--- config.mk ---
export PLATFORM = sky130hd
export DESIGN_NAME = sv_mm_seq
export DESIGN_NICKNAME = d
export VERILOG_FILES = /design/src/rtl/sv_mm_seq.sv
export SDC_FILE = /design/constraint.sdc
export NUM_CORES = 2
export LEC_CHECK = 0
export CAP_MARGIN = 20
export CORE_UTILIZATION = 45
export CTS_BUF_LIST = sky130_fd_sc_hd__clkbuf_4 sky130_fd_sc_hd__clkbuf_8
export DETAILED_ROUTE_END_ITERATION = 10
export PLACE_DENSITY = 0.72
export SYNTH_ARGS = -nofsm -noshare
export SYNTH_HDL_FRONTEND = slang
export SYNTH_SLANG_ARGS = --single-unit
--- constraint.sdc ---
create_clock -name clk_i -period 12.43 [get_ports clk_i]
set_input_delay 2.486 -clock clk_i [delete_from_list [all_inputs] [get_ports clk_i]]
set_output_delay 2.486 -clock clk_i [all_outputs]
set_load 0.005 [all_outputs]
--- src/rtl/sv_mm_seq.sv ---
// Interleaved modular multiplier sequencer: res = x*y mod q, one double-and-add step per clock, MSB of y first.
// Optional macro SV_MM_SEQ_UNROLL2_EN chains two steps per clock (DATA_WIDTH must be even).

module sv_mf #(
  parameter int unsigned DATA_WIDTH = 128
) (
  input  logic [DATA_WIDTH-1:0] q_i,
  input  logic [DATA_WIDTH-1:0] x_i,
  input  logic [DATA_WIDTH-1:0] y_i,
  input  logic [DATA_WIDTH-1:0] z_i,
  output logic [DATA_WIDTH-1:0] y_o,
  output logic [DATA_WIDTH-1:0] z_o
);
  localparam int unsigned W = DATA_WIDTH;

  logic [W:0]   dbl;
  logic [W-1:0] dbl_red;
  logic [W:0]   sum;

  // z' = 2z mod q, then + x mod q when the current y MSB is set; z < q keeps both sums below 2q
  always_comb begin
    dbl     = {z_i, 1'b0};
    dbl_red = (dbl >= {1'b0, q_i}) ? W'(dbl - {1'b0, q_i}) : dbl[W-1:0];
    sum     = {1'b0, dbl_red} + {1'b0, x_i};
    if (y_i[W-1]) begin
      z_o = (sum >= {1'b0, q_i}) ? W'(sum - {1'b0, q_i}) : sum[W-1:0];
    end else begin
      z_o = dbl_red;
    end
    y_o = {y_i[W-2:0], 1'b0};
  end
endmodule

module sv_mm_seq #(
  parameter int unsigned DATA_WIDTH = 128
) (
  input  logic                  clk_i,
  input  logic                  arstn_i,
  input  logic                  req_valid_i,
  output logic                  req_ready_o,
  input  logic [DATA_WIDTH-1:0] q_i,
  input  logic [DATA_WIDTH-1:0] x_i,
  input  logic [DATA_WIDTH-1:0] y_i,
  input  logic                  abort_i,
  output logic                  res_valid_o,
  input  logic                  res_ready_i,
  output logic [DATA_WIDTH-1:0] res_o,
  output logic                  busy_o
);
  localparam int unsigned W  = DATA_WIDTH;
  localparam int unsigned CW = $clog2(DATA_WIDTH + 1);
`ifdef SV_MM_SEQ_UNROLL2_EN
  localparam int unsigned STEPS = DATA_WIDTH / 2;
`else
  localparam int unsigned STEPS = DATA_WIDTH;
`endif
  localparam logic [CW-1:0] LAST = CW'(STEPS - 1);

  typedef enum logic [1:0] {IDLE, RUN, DONE} state_t;

  state_t        state;
  logic [W-1:0]  q_reg, x_reg, y_reg, z_reg;
  logic [W-1:0]  y_nxt, z_nxt;
  logic [CW-1:0] cnt;

`ifdef SV_MM_SEQ_UNROLL2_EN
  if (DATA_WIDTH % 2 != 0) begin : g_odd_width
    $error("sv_mm_seq: DATA_WIDTH must be even when two steps are chained per cycle");
  end

  logic [W-1:0] y_mid, z_mid;

  sv_mf #(.DATA_WIDTH(W)) u_mf0 (
    .q_i(q_reg), .x_i(x_reg), .y_i(y_reg), .z_i(z_reg), .y_o(y_mid), .z_o(z_mid)
  );
  sv_mf #(.DATA_WIDTH(W)) u_mf1 (
    .q_i(q_reg), .x_i(x_reg), .y_i(y_mid), .z_i(z_mid), .y_o(y_nxt), .z_o(z_nxt)
  );
`else
  sv_mf #(.DATA_WIDTH(W)) u_mf0 (
    .q_i(q_reg), .x_i(x_reg), .y_i(y_reg), .z_i(z_reg), .y_o(y_nxt), .z_o(z_nxt)
  );
`endif

  // Control FSM; every output is a register updated alongside the state
  always_ff @(posedge clk_i or negedge arstn_i) begin
    if (!arstn_i) begin
      state       <= IDLE;
      req_ready_o <= 1'b1;
      res_valid_o <= 1'b0;
      busy_o      <= 1'b0;
      res_o       <= '0;
      q_reg       <= '0;
      x_reg       <= '0;
      y_reg       <= '0;
      z_reg       <= '0;
      cnt         <= '0;
    end else begin
      case (state)
        IDLE: begin
          if (req_valid_i && req_ready_o) begin
            q_reg       <= q_i;
            x_reg       <= x_i;
            y_reg       <= y_i;
            z_reg       <= '0;
            cnt         <= '0;
            state       <= RUN;
            req_ready_o <= 1'b0;
            busy_o      <= 1'b1;
          end
        end
        RUN: begin
          // Abort wins over completion; operand registers keep their partial contents
          if (abort_i) begin
            state       <= IDLE;
            req_ready_o <= 1'b1;
            busy_o      <= 1'b0;
          end else begin
            y_reg <= y_nxt;
            z_reg <= z_nxt;
            cnt   <= cnt + CW'(1);
            if (cnt == LAST) begin
              state       <= DONE;
              res_o       <= z_nxt;
              res_valid_o <= 1'b1;
              busy_o      <= 1'b0;
            end
          end
        end
        DONE: begin
          if (res_ready_i) begin
            state       <= IDLE;
            res_valid_o <= 1'b0;
            req_ready_o <= 1'b1;
          end
        end
        default: begin
          state       <= IDLE;
          req_ready_o <= 1'b1;
          res_valid_o <= 1'b0;
          busy_o      <= 1'b0;
        end
      endcase
    end
  end
endmodule

==> metrics.txt <==
starting density of the core 0.4549; type of the worst setup path reg2reg; Worst-Margin Slew 1.177 ns; Vias 60720; complex-gate fraction of the synthesized area 0.2637; root buffer cell clkbuf_8; startpoint types flop; Leak 0.03355 uW; Top cell by count, worst path buf_4; worst path arrival time ~13 ns; largest cells by area after synthesis dfrtp_1, nand2_1, ha_1, a21oi_1, o21ai_0; largest stage delay on the critical path 0.63 ns; top-count cell post-synth nand2_1; adder-cell share of the synthesized area 0.08947; Main synth FF type dfrtp_1; CTS max path bufs 3; htree depth 3; port bufs 519; fraction of registers with async set or reset after synthesis 1.000; wire length per cell 25.61 um; global-route wire length before repair between 300 and 400 mm; worst r2r path cells 45; Met3 Wirelength 23.51 mm; Hold Startpoint y_reg[97]; GR Overflow Total 0; hpwl dp 207.7 mm; warnings from Yosys 0; initial antenna violation count 13; RSZ-0062 raised after global routing false; Internal 3523 uW; reg2reg start z_reg[3]; vias in the first global route ~58000; WL met2 around 110 mm; post-synthesis mux area share 0.02928; Clock power frac 0.507; max cap viols 0; Post-Synthesis Cells between 7000 and 8000; IO Pins 520; area of the die about 0.12 sq mm; cell area after layout 0.07038 sq mm; post-place instance area 0.06758 sq mm; fin nets a little over 9000; EDFF count, synth 0; final-report max-slew violation count 0; Post-CTS Setup Bufs 0; # hold bufs at CTS 0; post-synth design cell area 0.05465 sq mm; Area Growth Syn to Fin 28.79%; pwr dens 66.22 mW/mm^2; Total Wirelength 257.8 mm; chip width 350.5 um; Slowest cell on crit path or4_1; Logic pwr share 0.037; Psw 1138 uW; Synth Register Bits between 600 and 700; sw frac 0.2441; post-synth cell types 108; layout cells sized above 1 0.1644; clock slew at reported path FFs 0.07 ns; Max VDD drop between 0.0001 and 0.00015 V; Max-slew headroom 0.2072; Routed Antenna Nets 0; Hold Path Class reg2reg; CTS tree yes; setup tns final 0 ns; Iteration-0 DRC Markers 6648; Synth Area in XOR/XNOR 0.05911; TritonCTS Buffers approximately 120; Worst Path Required between 10 and 15 ns; reg2reg setup slack ~0.55 ns; worst hold path depth 2; core area ~0.12 sq mm; status complete, no violations; Worst Path Max Fanout 27; Synth Area in Simple Gates 0.2034; dominant combinational cell family by area after synthesis compound AO/OA/AOI/OAI gates; area leader, netlist dfrtp_1; Fillers between 10000 and 15000; Synth top cells by count nand2_1, a21oi_1, dfrtp_1, o21ai_0, nor2_1; GPL Wtd Cong 1.049; Synth top area share 0.2985; GRT Resource Usage Total 0.4080; Top Layer Used met5; minimum clock period after layout ~12 ns; CP Capture Type flop; Die H approximately 350 um; final period utilization 0.9555; row count 127; register area share after synthesis 0.2990; # setup viols final 0; drt drc 0; TritonRoute pass-1 iters 6; Fmax roughly 84 MHz; final hold vios 0; CP Launch Point z_reg[3]; largest net degree at the start of global routing 215; clock latency on the worst-skew pair 0.93 ns; syn_nets between 7000 and 8000; Mean Syn Cell Area between 7 and 8 sq um; Seq pwr share 0.456; vias per std cell 6.033; worst setup skew after layout 0.07269 ns; Sink Count 653; M1 wire length 107.0 mm
[critical path: cells and delay by family, from the launching register on]
kind                     cells  cell delay [ns]
buffers and inverters       11             2.04
multiplexers                 2             0.54
AND/OR/NAND/NOR              8             2.32
adder cells (fa/ha/maj)      3             1.15
flip-flops                   1             0.42
AO/OA/AOI/OAI               20             4.88
XOR/XNOR                     1             0.30
[metrics by stage]
step                worst slack (ns)  instances  total power (uW)  utilization  hold slack, ns
finish                        0.5528      10070              4661       0.5859          0.4760
floorplan                      3.742       7189              2167            -          0.4457
CTS                           0.3037      10060              4693       0.5855          0.4788
global placement              0.3840       9838              2339       0.5624          0.4577
global route                 0.07389      10060              4797       0.5858          0.4939
detailed placement            0.3625       9839              2340       0.5625          0.4602
[cell usage in the layout (no fill, tap or decap), types with 69 or more instances in the layout]
cell,Yosys,final
nor3_1,96,96
xnor2_1,216,216
o21bai_1,102,102
ha_1,386,386
a21o_1,157,157
nor2_1,411,407
nand2_1,1516,1515
nand4_1,208,208
xor2_1,151,151
inv_1,310,309
buf_4,12,941
dfrtp_1,652,651
a22oi_1,134,134
o21ai_1,74,74
o21ai_0,617,617
a22o_1,69,69
clkbuf_8,0,152
mux2_2,94,94
a21oi_1,655,655
clkdlybuf4s50_1,0,518
nand3_1,94,94
[area by class of cell]
type / count / area (sq um) / share of cell area
inverters: 310 / 1165 / 0.01655
flip-flops and latches: 653 / 16350 / 0.2322
clock inverters: 40 / 467.9 / 0.006649
repair buffers: 1484 / 12720 / 0.1807
diodes: 5 / 12.51 / 0.0001778
multi-input cells: 5782 / 35360 / 0.5024
clock buffers: 179 / 2295 / 0.03260
well taps: 1612 / 2017 / 0.02866
[kinds of logic (layout without fill, tap and decap cells)]
| kind of cell | count (synthesis) | count (layout) |
|---|---|---|
| flip-flops | 653 | 653 |
| multiplexers | 148 | 148 |
| AND/OR/NAND/NOR | 2567 | 2567 |
| buffers and inverters | 754 | 2013 |
| other | 0 | 5 |
| adder cells (fa/ha/maj) | 389 | 389 |
| AO/OA/AOI/OAI | 2310 | 2310 |
| XOR/XNOR | 368 | 368 |
[layer usage]
layer	global-route usage	vias to the layer above
met5	0	-
met1	0.5410	29320
li1	-	27850
met4	0.1947	14
met2	0.6333	2950
met3	0.08345	582
[final timing paths]
kind	endpoint
setup reg to reg	res_o[58]
hold / removal	y_reg[97]
max in group asynchronous	y_reg[6]
setup / recovery	res_o[58]
hold reg to reg	y_reg[97]
min in group asynchronous	res_o[54]
[power groups by stage]
stage                     logic [uW]  registers, uW  clock network [uW]
final                            174           2130                2360
after global routing             189           2120                2480
after CTS                        177           2130                2390
after detailed placement         175           2160                   0
after global placement           174           2160                   0
after floorplan                 1.74           2170                   0
[what timing repair did]
action                                  4_1_cts  5_1_grt
gates resized for setup                       0        2
endpoints found under the setup margin        0      139
endpoints found under the hold margin         0        0
No activity file was read; power rests on OpenSTA's default activity.
